**src/rtl/nts_timestamp_core_if.sv**
```systemverilog
// ============================================================================
// Module      : nts_timestamp_core_if
// Description : Bus bundle for nts_timestamp_core. Carries the 32-bit
//               register API and the TX header-word write port.
//               master : host side (drives API, receives header words)
//               slave  : the timestamp core
// Ports       : i_api_cs, i_api_we, i_api_address[7:0], i_api_write_data[31:0],
//               o_api_read_data[31:0], o_tx_wr_en, o_tx_ntp_header_block[2:0],
//               o_tx_ntp_header_data[63:0]
// Revision    : 1.0 - initial release
// ============================================================================
`default_nettype none

interface nts_timestamp_core_if;
    logic        i_api_cs;
    logic        i_api_we;
    logic [7:0]  i_api_address;
    logic [31:0] i_api_write_data;
    logic [31:0] o_api_read_data;
    logic        o_tx_wr_en;
    logic [2:0]  o_tx_ntp_header_block;
    logic [63:0] o_tx_ntp_header_data;

    modport master (
        output i_api_cs, i_api_we, i_api_address, i_api_write_data,
        input  o_api_read_data, o_tx_wr_en, o_tx_ntp_header_block, o_tx_ntp_header_data
    );

    modport slave (
        input  i_api_cs, i_api_we, i_api_address, i_api_write_data,
        output o_api_read_data, o_tx_wr_en, o_tx_ntp_header_block, o_tx_ntp_header_data
    );
endinterface

`default_nettype wire

```
**src/rtl/nts_timestamp_core.sv**
```systemverilog
// ============================================================================
// Module      : nts_timestamp_core
// Description : Builds the 48-byte NTP server response header. Latches the
//               receive timestamp on parser request and, on transmit, streams
//               six 64-bit header words to the TX buffer.
// Ports       : i_clk, i_areset (async, active-low), i_ntp_time[63:0],
//               o_busy, i_parser_clear, i_parser_record_receive_timestamp,
//               i_parser_transmit, i_parser_origin_timestamp[63:0],
//               i_parser_version_number[2:0], i_parser_poll[7:0],
//               bus (API + TX write port, slave modport)
// Revision    : 1.0 - initial release
// ============================================================================
`default_nettype none

module nts_timestamp_core (
    input  wire logic        i_clk,
    input  wire logic        i_areset,
    input  wire logic [63:0] i_ntp_time,
    output logic             o_busy,
    input  wire logic        i_parser_clear,
    input  wire logic        i_parser_record_receive_timestamp,
    input  wire logic        i_parser_transmit,
    input  wire logic [63:0] i_parser_origin_timestamp,
    input  wire logic [2:0]  i_parser_version_number,
    input  wire logic [7:0]  i_parser_poll,
    nts_timestamp_core_if.slave bus
);

    localparam logic [7:0]  C_ADDR_NAME0      = 8'h00;
    localparam logic [7:0]  C_ADDR_NAME1      = 8'h01;
    localparam logic [7:0]  C_ADDR_CONFIG     = 8'h10;
    localparam logic [7:0]  C_ADDR_ROOT_DELAY = 8'h11;
    localparam logic [7:0]  C_ADDR_ROOT_DISP  = 8'h12;
    localparam logic [7:0]  C_ADDR_REF_ID     = 8'h13;
    localparam logic [7:0]  C_ADDR_TX_OFS     = 8'h14;
    localparam logic [31:0] C_NAME0           = 32'h74696d65;
    localparam logic [31:0] C_NAME1           = 32'h73746d70;
    localparam logic [2:0]  C_LAST_BLOCK      = 3'd5;

    typedef enum logic [0:0] {
        ST_IDLE = 1'b0,
        ST_SEND = 1'b1
    } state_t;

    state_t      r_state;
    logic [31:0] r_config;
    logic [31:0] r_root_delay;
    logic [31:0] r_root_disp;
    logic [31:0] r_ref_id;
    logic [31:0] r_tx_ofs;
    logic [31:0] r_api_read_data;
    logic [63:0] r_rx_ts;
    logic [63:0] r_tx_ts;
    logic [31:0] r_ref_sec;
    logic [63:0] r_origin;
    logic        r_busy;
    logic        r_wr_en;
    logic [2:0]  r_block;
    logic [63:0] r_data;

    logic [31:0] w_read_mux;
    logic [63:0] w_block0;
    logic [63:0] w_next_word;

    always_comb begin
        w_read_mux = 32'h0;
        case (bus.i_api_address)
            C_ADDR_NAME0:      w_read_mux = C_NAME0;
            C_ADDR_NAME1:      w_read_mux = C_NAME1;
            C_ADDR_CONFIG:     w_read_mux = r_config;
            C_ADDR_ROOT_DELAY: w_read_mux = r_root_delay;
            C_ADDR_ROOT_DISP:  w_read_mux = r_root_disp;
            C_ADDR_REF_ID:     w_read_mux = r_ref_id;
            C_ADDR_TX_OFS:     w_read_mux = r_tx_ofs;
            default:           w_read_mux = 32'h0;
        endcase
    end

    // Block 0 is formed on the accepting edge straight from the parser
    // fields, so version and poll never need a separate holding register.
    assign w_block0 = {r_config[31:30], i_parser_version_number, 3'd4, 8'h01,
                       i_parser_poll, r_config[7:0], r_root_delay};

    // Word that follows the one currently on the bus.
    always_comb begin
        w_next_word = 64'h0;
        case (r_block)
            3'd0:    w_next_word = {r_root_disp, r_ref_id};
            3'd1:    w_next_word = {r_ref_sec, 32'h0};
            3'd2:    w_next_word = r_origin;
            3'd3:    w_next_word = r_rx_ts;
            3'd4:    w_next_word = r_tx_ts;
            default: w_next_word = 64'h0;
        endcase
    end

    always_ff @(posedge i_clk or negedge i_areset) begin
        if (!i_areset) begin
            r_state         <= ST_IDLE;
            r_config        <= 32'h0;
            r_root_delay    <= 32'h0;
            r_root_disp     <= 32'h0;
            r_ref_id        <= 32'h0;
            r_tx_ofs        <= 32'h0;
            r_api_read_data <= 32'h0;
            r_rx_ts         <= 64'h0;
            r_tx_ts         <= 64'h0;
            r_ref_sec       <= 32'h0;
            r_origin        <= 64'h0;
            r_busy          <= 1'b0;
            r_wr_en         <= 1'b0;
            r_block         <= 3'd0;
            r_data          <= 64'h0;
        end else begin
            // Read data is a one-cycle response; zero otherwise.
            r_api_read_data <= 32'h0;
            if (bus.i_api_cs) begin
                if (bus.i_api_we) begin
                    case (bus.i_api_address)
                        C_ADDR_CONFIG:     r_config     <= bus.i_api_write_data;
                        C_ADDR_ROOT_DELAY: r_root_delay <= bus.i_api_write_data;
                        C_ADDR_ROOT_DISP:  r_root_disp  <= bus.i_api_write_data;
                        C_ADDR_REF_ID:     r_ref_id     <= bus.i_api_write_data;
                        C_ADDR_TX_OFS:     r_tx_ofs     <= bus.i_api_write_data;
                        default:           ;
                    endcase
                end else begin
                    r_api_read_data <= w_read_mux;
                end
            end

            case (r_state)
                ST_IDLE: begin
                    if (i_parser_clear) begin
                        r_rx_ts <= 64'h0;
                    end else if (i_parser_record_receive_timestamp) begin
                        r_rx_ts <= i_ntp_time;
                    end
                    if (i_parser_transmit) begin
                        r_state   <= ST_SEND;
                        r_busy    <= 1'b1;
                        r_wr_en   <= 1'b1;
                        r_block   <= 3'd0;
                        r_data    <= w_block0;
                        r_origin  <= i_parser_origin_timestamp;
                        r_tx_ts   <= i_ntp_time + {32'h0, r_tx_ofs};
                        // Reference time: one second before now, no fraction.
                        r_ref_sec <= i_ntp_time[63:32] - 32'd1;
                    end
                end
                ST_SEND: begin
                    if (r_block == C_LAST_BLOCK) begin
                        r_state <= ST_IDLE;
                        r_busy  <= 1'b0;
                        r_wr_en <= 1'b0;
                        r_block <= 3'd0;
                        r_data  <= 64'h0;
                    end else begin
                        r_block <= r_block + 3'd1;
                        r_data  <= w_next_word;
                    end
                end
                default: r_state <= ST_IDLE;
            endcase
        end
    end

    assign o_busy                    = r_busy;
    assign bus.o_api_read_data       = r_api_read_data;
    assign bus.o_tx_wr_en            = r_wr_en;
    assign bus.o_tx_ntp_header_block = r_block;
    assign bus.o_tx_ntp_header_data  = r_data;

endmodule

`default_nettype wire

```
**src/flat_wrapper.sv**
```systemverilog
// flat-port wrapper written by rule: the top's interface ports become plain ports
module nts_timestamp_core_flat 
  (i_clk, i_areset, i_ntp_time, o_busy, i_parser_clear, i_parser_record_receive_timestamp, i_parser_transmit, i_parser_origin_timestamp, i_parser_version_number, i_parser_poll, bus_i_api_cs, bus_i_api_we, bus_i_api_address, bus_i_api_write_data, bus_o_api_read_data, bus_o_tx_wr_en, bus_o_tx_ntp_header_block, bus_o_tx_ntp_header_data);
  nts_timestamp_core_if bus_i ();
  input  wire logic i_clk;
  input  wire logic i_areset;
  input  wire logic [63:0] i_ntp_time;
  output logic o_busy;
  input  wire logic i_parser_clear;
  input  wire logic i_parser_record_receive_timestamp;
  input  wire logic i_parser_transmit;
  input  wire logic [63:0] i_parser_origin_timestamp;
  input  wire logic [2:0] i_parser_version_number;
  input  wire logic [7:0] i_parser_poll;
  input wire logic [$bits(bus_i.i_api_cs)-1:0] bus_i_api_cs;
  input wire logic [$bits(bus_i.i_api_we)-1:0] bus_i_api_we;
  input wire logic [$bits(bus_i.i_api_address)-1:0] bus_i_api_address;
  input wire logic [$bits(bus_i.i_api_write_data)-1:0] bus_i_api_write_data;
  output wire logic [$bits(bus_i.o_api_read_data)-1:0] bus_o_api_read_data;
  output wire logic [$bits(bus_i.o_tx_wr_en)-1:0] bus_o_tx_wr_en;
  output wire logic [$bits(bus_i.o_tx_ntp_header_block)-1:0] bus_o_tx_ntp_header_block;
  output wire logic [$bits(bus_i.o_tx_ntp_header_data)-1:0] bus_o_tx_ntp_header_data;
  assign bus_i.i_api_cs = bus_i_api_cs;
  assign bus_i.i_api_we = bus_i_api_we;
  assign bus_i.i_api_address = bus_i_api_address;
  assign bus_i.i_api_write_data = bus_i_api_write_data;
  assign bus_o_api_read_data = bus_i.o_api_read_data;
  assign bus_o_tx_wr_en = bus_i.o_tx_wr_en;
  assign bus_o_tx_ntp_header_block = bus_i.o_tx_ntp_header_block;
  assign bus_o_tx_ntp_header_data = bus_i.o_tx_ntp_header_data;
  nts_timestamp_core u_core (.i_clk(i_clk), .i_areset(i_areset), .i_ntp_time(i_ntp_time), .o_busy(o_busy), .i_parser_clear(i_parser_clear), .i_parser_record_receive_timestamp(i_parser_record_receive_timestamp), .i_parser_transmit(i_parser_transmit), .i_parser_origin_timestamp(i_parser_origin_timestamp), .i_parser_version_number(i_parser_version_number), .i_parser_poll(i_parser_poll), .bus(bus_i));
endmodule
```
**config.mk**
```make
export PLATFORM = sky130hd
export DESIGN_NAME = nts_timestamp_core_flat
export DESIGN_NICKNAME = d
export VERILOG_FILES = /design/src/rtl/nts_timestamp_core_if.sv /design/src/rtl/nts_timestamp_core.sv /design/src/flat_wrapper.sv
export SDC_FILE = /design/constraint.sdc
export NUM_CORES = 1
export LEC_CHECK = 0
export CELL_PAD_IN_SITES_DETAIL_PLACEMENT = 0
export CELL_PAD_IN_SITES_GLOBAL_PLACEMENT = 1
export CORE_MARGIN = 3
export CORE_UTILIZATION = 40
export CTS_BUF_LIST = sky130_fd_sc_hd__clkbuf_16
export CTS_CLUSTER_DIAMETER = 150
export DETAILED_ROUTE_END_ITERATION = 10
export PLACE_DENSITY_LB_ADDON = 0.05
export SETUP_SLACK_MARGIN = 0.15
export SLEW_MARGIN = 10
export SYNTH_ARGS = -nofsm -noshare
export SYNTH_HDL_FRONTEND = slang
export SYNTH_SLANG_ARGS = --single-unit
```
**constraint.sdc**
```tcl
create_clock -name i_clk -period 6.1 [get_ports i_clk]
set_clock_uncertainty 0.2 [all_clocks]
set_input_delay 1.22 -clock i_clk [delete_from_list [all_inputs] [get_ports i_clk]]
set_output_delay 1.22 -clock i_clk [all_outputs]
set_load 0.01 [all_outputs]
```
==> summary.txt, run 1 <==
Fin crit period - 4.39 ns
Post-Place Setup Slack - 1.11 ns
Sequential-to-total area share from yosys stat - 50.8%
CTS Root Cell - clkbuf_16
Yosys warns - 0
Final worst path period share - 71.9%
Rows - 88
Gr usage total - 27.6%
Die X - 250 um
Ys flop type - dfrtp_1
Clk_lat worst skew - 0.61 ns
Setup Crit Path Kind - input pin to flip-flop
Vias in the first global route - 20200
Post-cts resize count - 0
Number of detailed-route iterations in the first pass - 5
Post-route setup slack - 1.71 ns
# Max-Cap Violations - 0
DRC violation count after routing - 0
Global-route wire length before repair - 131000 um
Post-CTS Setup Inserts - 0
Clock tree buffer depth - 3
Power Total - 11.2 mW
Final Max Slew Viols - 0
Commonest cells after routing, fill and taps aside - 483 x dfrtp_1, 426 x nand2_1, 283 x clkdlybuf4s50_1
EDFF count, synth - 0
Area of placed instances - 27500 um2
Number of CTS-inserted buffers - 54
Slew HR - 14.8%
Cell area after layout - 29100 um2
Clock sink count - 485
Remaining antenna violation count - 0
Leak - 12.8 nW
Routed WL per cell - 25.8 um
CP endpoint kind - flip-flop
Placer Congestion - 0.919
Critical path required time - 6.35 ns
IO Pins - 287
Core box area - 58400 um2
H-tree depth - 2
Syn nets - 2639
Initial Utilization - 40.9%
Hold Fails Final Rpt - 0
Commonest non-fill, non-tap cell in the layout - dfrtp_1
CTS clk-pin slew, worst paths - 0.06 ns
# setup viols final - 0
Via Count - 19900
DP HPWL - 57100 um
Startpoint types - input pin
Cts hold-fix bufs - 0
Post-Synthesis Cells - 2417
Worst vdd ir - 0.000250 V
Die height - 250 um
Power Dens Cells - 386 nW/um2
Initial antenna violation count - 4
Asr flop ratio synth - 100%
Synthesized flop and latch total - 485
Fmax - 228 MHz
Arrival @ worst endpoint - 4.64 ns
Final net count - 2837
GRT overflow - 0
CTS tree - built
Status - finished, final reports clean
Layout cell share with drive strength beyond 1 - 11.6%
FF-to-FF setup slack - 2.38 ns
Hold WS - 0.276 ns
Vias per Instance - 5.83
Initial DRC Count - 1752
Area grow syn2layout - 21.7%
Largest net degree at the start of global routing - 146
I/O Buffers - 286
Worst min path class - flip-flop to flip-flop
WL final - 88100 um
Die Area - 62700 um2
RSZ-0062 raised after global routing - false
Tightest Pin Transition - 1.27 ns
Synth unique cells - 68
Crit Path Max Fanout - 6
Setup TNS - 0 ns
Syn avg cell area - 9.89 um2
Mapped cell area - 23900 um2
## where the power goes
group          internal (mW)  switching (mW)
clock network           1.66            1.35
logic                   1.35            2.08
registers               4.13           0.664
## sequential cells by signal (all words and copies together), names as in the netlist, 64 cells and up
register / count
u_core.r_tx_ts: 64
u_core.bus.o_tx_ntp_header_data: 64
u_core.r_rx_ts: 64
u_core.r_origin: 64
## per-layer routing
layer,share of wire (%),vias to the layer above,GRT usage (%)
met5,0.027,-,0
met4,2.9,4,8.21
met3,6.4,140,3.91
met2,46,756,43.9
met1,45,10100,39.3
li1,-,8969,-
## cell type report
cell class	instances	area, um2
timing repair buffer	330	3280
antenna	2	5.00
tap	765	957
fill	5435	29300
inverter	46	173
clock buffer	55	1380
clock inverter	40	196
multi-input combinational	1698	11000
sequential	485	12100
## kinds of logic (layout without fill, tap and decap cells)
kind of cell	after synthesis	in the layout	synth area share (%)
other	0	2	0
xor gates and xnor gates	84	84	3.08
AOI/OAI and AO/OA	656	656	17.5
muxes	193	193	8.92
adders and majority gates	36	36	1.92
and+or+nand+nor	729	729	14.0
buffers and inverters	234	471	3.74
DFF	485	485	50.8
## worst max-delay path: stages
cell,delay (ns)
clkdlybuf4s50_1,0.48
ha_1,0.28
fa_1,0.46
a211oi_1,0.35
o21bai_1,0.14
a21oi_1,0.22
o311ai_2,0.12
buf_4,0.19
a221oi_1,0.49
o21ai_1,0.16
a221oi_1,0.31
xnor2_1,0.16
o21ai_1,0.07
## through the flow
stage / util [%] / instances
2_1_floorplan: - / 2417
3_3_place_gp: 47.1 / 3324
3_5_place_dp: 47.1 / 3324
4_1_cts: 49.8 / 3419
5_1_grt: 49.8 / 3421
6_report: 49.8 / 3421
## path summary, 6_finish.rpt
path	depth (start not counted)	end	startpoint
max reg2reg	8	u_core.bus.o_tx_ntp_header_data[63]	u_core.bus.o_tx_ntp_header_block[0]
min reg2reg	2	u_core.r_origin[32]	u_core.r_origin[32]
min	2	u_core.r_origin[32]	u_core.r_origin[32]
min in group asynchronous	1	u_core.r_origin[3]	i_areset
max in group asynchronous	2	u_core.bus.o_tx_ntp_header_data[57]	i_areset
max	13	u_core.r_tx_ts[28]	i_ntp_time[0]
## cell usage after synthesis (all sizes together) (5+ instances only)
| cell | instances | share of area [%] |
|---|---|---|
| a211oi | 6 | 0.19 |
| a21o | 16 | 0.50 |
| a21oi | 142 | 3.0 |
| a221oi | 22 | 0.81 |
| a222oi | 22 | 0.92 |
| a22oi | 122 | 3.8 |
| a31oi | 26 | 0.68 |
| a41oi | 5 | 0.18 |
| and2 | 8 | 0.21 |
| and3 | 13 | 0.34 |
| and4 | 6 | 0.22 |
| buf | 25 | 0.46 |
| clkbuf | 163 | 2.6 |
| dfrtp | 485 | 51 |
| ha | 35 | 1.8 |
| inv | 46 | 0.72 |
| mux2 | 160 | 7.5 |
| mux2i | 33 | 1.4 |
| nand2 | 427 | 6.7 |
| nand2b | 68 | 1.8 |
| nand3 | 16 | 0.34 |
| nand4 | 13 | 0.34 |
| nor2 | 87 | 1.4 |
| nor2b | 27 | 0.74 |
| nor3 | 26 | 0.57 |
| nor4 | 16 | 0.61 |
| o21a | 18 | 0.57 |
| o21ai | 197 | 4.1 |
| o21bai | 8 | 0.25 |
| o22a | 32 | 1.2 |
| o22ai | 20 | 0.52 |
| o31ai | 5 | 0.16 |
| or3 | 6 | 0.16 |
| xnor2 | 59 | 2.2 |
| xor2 | 25 | 0.92 |
Power figures use the tool's default switching activity.
==> run 2: changes to the inputs <==
==> constraint.sdc (replaced) <==
create_clock -name i_clk -period 3.6 [get_ports i_clk]
set_clock_uncertainty 0.2 [all_clocks]
set_input_delay 0.72 -clock i_clk [delete_from_list [all_inputs] [get_ports i_clk]]
set_output_delay 0.72 -clock i_clk [all_outputs]
set_load 0.01 [all_outputs]
==> summary.txt, run 2 (synthesized netlist as in run 1, its figures left out) <==
Remaining antenna violation count - 0 (unchanged)
Vias per Instance - 5.74 (-1.5%)
Post-CTS Setup Inserts - 0 (unchanged)
Setup Crit Path Kind - input pin to flip-flop
Clock sink count - 485 (unchanged)
Initial Utilization - 40.9% (unchanged)
Final worst path period share - 92.9%
Global-route wire length before repair - 133000 um (+0.91%)
Status - finished, final reports clean
Post-Place Setup Slack - -0.606 ns (-1.72 ns)
Switching power - 6.96 mW (+70%)
Slew HR - 26.3% (+11 points)
Gr usage total - 27.8% (+0.21 points)
Post-route setup slack - 0.254 ns (-1.46 ns)
Power Dens Cells - 630 nW/um2 (+63%)
IO Pins - 287 (unchanged)
Clk_lat worst skew - 0.61 ns (about the same)
# Max-Cap Violations - 0 (unchanged)
Final Max Slew Viols - 0 (unchanged)
DP HPWL - 60200 um (+5.5%)
CTS tree - built
Vias in the first global route - 20800 (+3.0%)
Routed WL per cell - 24.8 um (-3.7%)
Clock tree buffer depth - 3 (unchanged)
RSZ-0062 raised after global routing - true
Part of the power in registers - 41.9% (-0.8 points)
Largest net degree at the start of global routing - 169 (+16%)
DRC violation count after routing - 0 (unchanged)
Commonest non-fill, non-tap cell in the layout - dfrtp_1
Area of placed instances - 28900 um2 (+4.9%)
I/O Buffers - 286 (unchanged)
Hold Fails Final Rpt - 0 (unchanged)
Worst min path class - flip-flop to flip-flop
Worst vdd ir - 0.000467 V (+87%)
CTS clk-pin slew, worst paths - 0.06 ns (about the same)
Die height - 250 um (unchanged)
Number of detailed-route iterations in the first pass - 6 (+1)
Setup TNS - 0 ns (unchanged)
Initial antenna violation count - 6 (+2)
CTS Root Cell - clkbuf_16
Arrival @ worst endpoint - 3.59 ns (-1.05 ns)
Die Area - 62700 um2 (unchanged)
Initial DRC Count - 1847 (+5.4%)
WL final - 88800 um (+0.80%)
Placer Congestion - 0.905 (-1.5%)
Clock power frac - 26.9% (+0.2 points)
Area grow syn2layout - 28.0%
Final net count - 2990 (+5.4%)
Cell area after layout - 30600 um2 (+5.2%)
Number of CTS-inserted buffers - 53 (-1.9%)
Leak - 13.7 nW (+7.0%)
Layout Utilization - 52.4% (+2.6 points)
Combinational Power Share - 31.2% (+0.7 points)
Rows - 88 (unchanged)
Sw frac - 36.1% (-0.34 points)
Critical path required time - 3.85 ns (-2.50 ns)
GRT overflow - 0 (unchanged)
Core box area - 58400 um2 (unchanged)
H-tree depth - 2 (unchanged)
Via Count - 20500 (+3.1%)
CP endpoint kind - flip-flop
Crit Path Max Fanout - 16 (+10)
Fmax - 299 MHz
# setup viols final - 0 (unchanged)
Commonest cells after routing, fill and taps aside - 483 x dfrtp_1, 426 x nand2_1, 283 x clkdlybuf4s50_1
Fin crit period - 3.35 ns
Die X - 250 um (unchanged)
Hold WS - 0.275 ns (-0.000975 ns)
Tightest Pin Transition - 1.10 ns (-0.172 ns)
Internal - 12.3 mW (+73%)
Layout cell share with drive strength beyond 1 - 17.0% (+5.4 points)
Startpoint types - input pin
run 2: changes by cell type in the layout (fill, tap and decap cells not counted), moves of 3 or more:
cell	change
buf_12	+18
buf_4	+133
inv_1	+3
nor4_1	-6
nor4_2	+6
nor4b_1	-4
nor4b_2	+4
run 2: stage by stage:
stage,std cells,total power [mW]
5_1_grt,3578,20.4
3_5_place_dp,3477,14.1
3_3_place_gp,3477,14.0
4_1_cts,3576,19.4
2_1_floorplan,2417,11.1
6_report,3579,19.3
run 2: cell type report:
class | count | area [um2]
Antenna cell | 3 | 7.51
Fill cell | 5362 | 27800
Clock inverter | 43 | 229
Inverter | 46 | 173
Timing Repair Buffer | 484 | 4660
Clock buffer | 55 | 1380
Sequential cell | 485 | 12100
Multi-Input combinational cell | 1698 | 11100
Tap cell | 765 | 957
run 2: final timing paths:
check | start | end | slack (ns) | depth (start not counted)
hold reg to reg | u_core.r_origin[61] | u_core.r_origin[61] | 0.27 | 2
setup / recovery | i_ntp_time[0] | u_core.r_tx_ts[46] | 0.25 | 13
hold / removal | u_core.r_origin[61] | u_core.r_origin[61] | 0.27 | 2
max in group asynchronous | i_areset | u_core.bus.o_tx_ntp_header_block[0] | 1.76 | 3
min in group asynchronous | i_areset | u_core.r_tx_ts[10] | 0.51 | 2
setup reg to reg | u_core.r_tx_ofs[0] | u_core.r_tx_ts[28] | 0.42 | 12
run 2: power groups by stage:
stage          logic (mW)  clock network (mW)  registers, mW
2_1_floorplan        3.31                   0           7.84
3_3_place_gp         5.89                   0           8.11
3_5_place_dp         5.99                   0           8.14
4_1_cts              6.02                5.30           8.07
5_1_grt              6.63                5.51           8.23
6_report             6.01                5.18           8.08
run 2: repair_timing:
action | in CTS | in global routing
hold buffers | 1 | 0
gates resized for setup | 4 | 16
endpoints found under the setup margin | 17 | 35
endpoints found under the hold margin | 68 | 0
pin swaps | 0 | 3
run 2: layer usage:
metal | share of wire [%] | wire (um) | GRT usage, % | up-vias
met4 | 3.3 | 2910 | 9.51 | 6
met2 | 45 | 40400 | 43.4 | 813
met5 | 0.044 | 39 | 0 | -
li1 | - | - | - | 9266
met1 | 44 | 39000 | 38.8 | 10300
met3 | 7.3 | 6470 | 5.36 | 153
run 2: worst max-delay path, stage by stage:
cell	delay, ns
clkdlybuf4s50_1	0.53
ha_1	0.21
fa_2	0.26
a211oi_2	0.10
o21bai_2	0.19
a21oi_2	0.10
o311ai_4	0.37
a41o_1	0.29
a21oi_2	0.09
buf_12	0.16
nor4_1	0.33
xnor2_1	0.16
o21ai_1	0.07
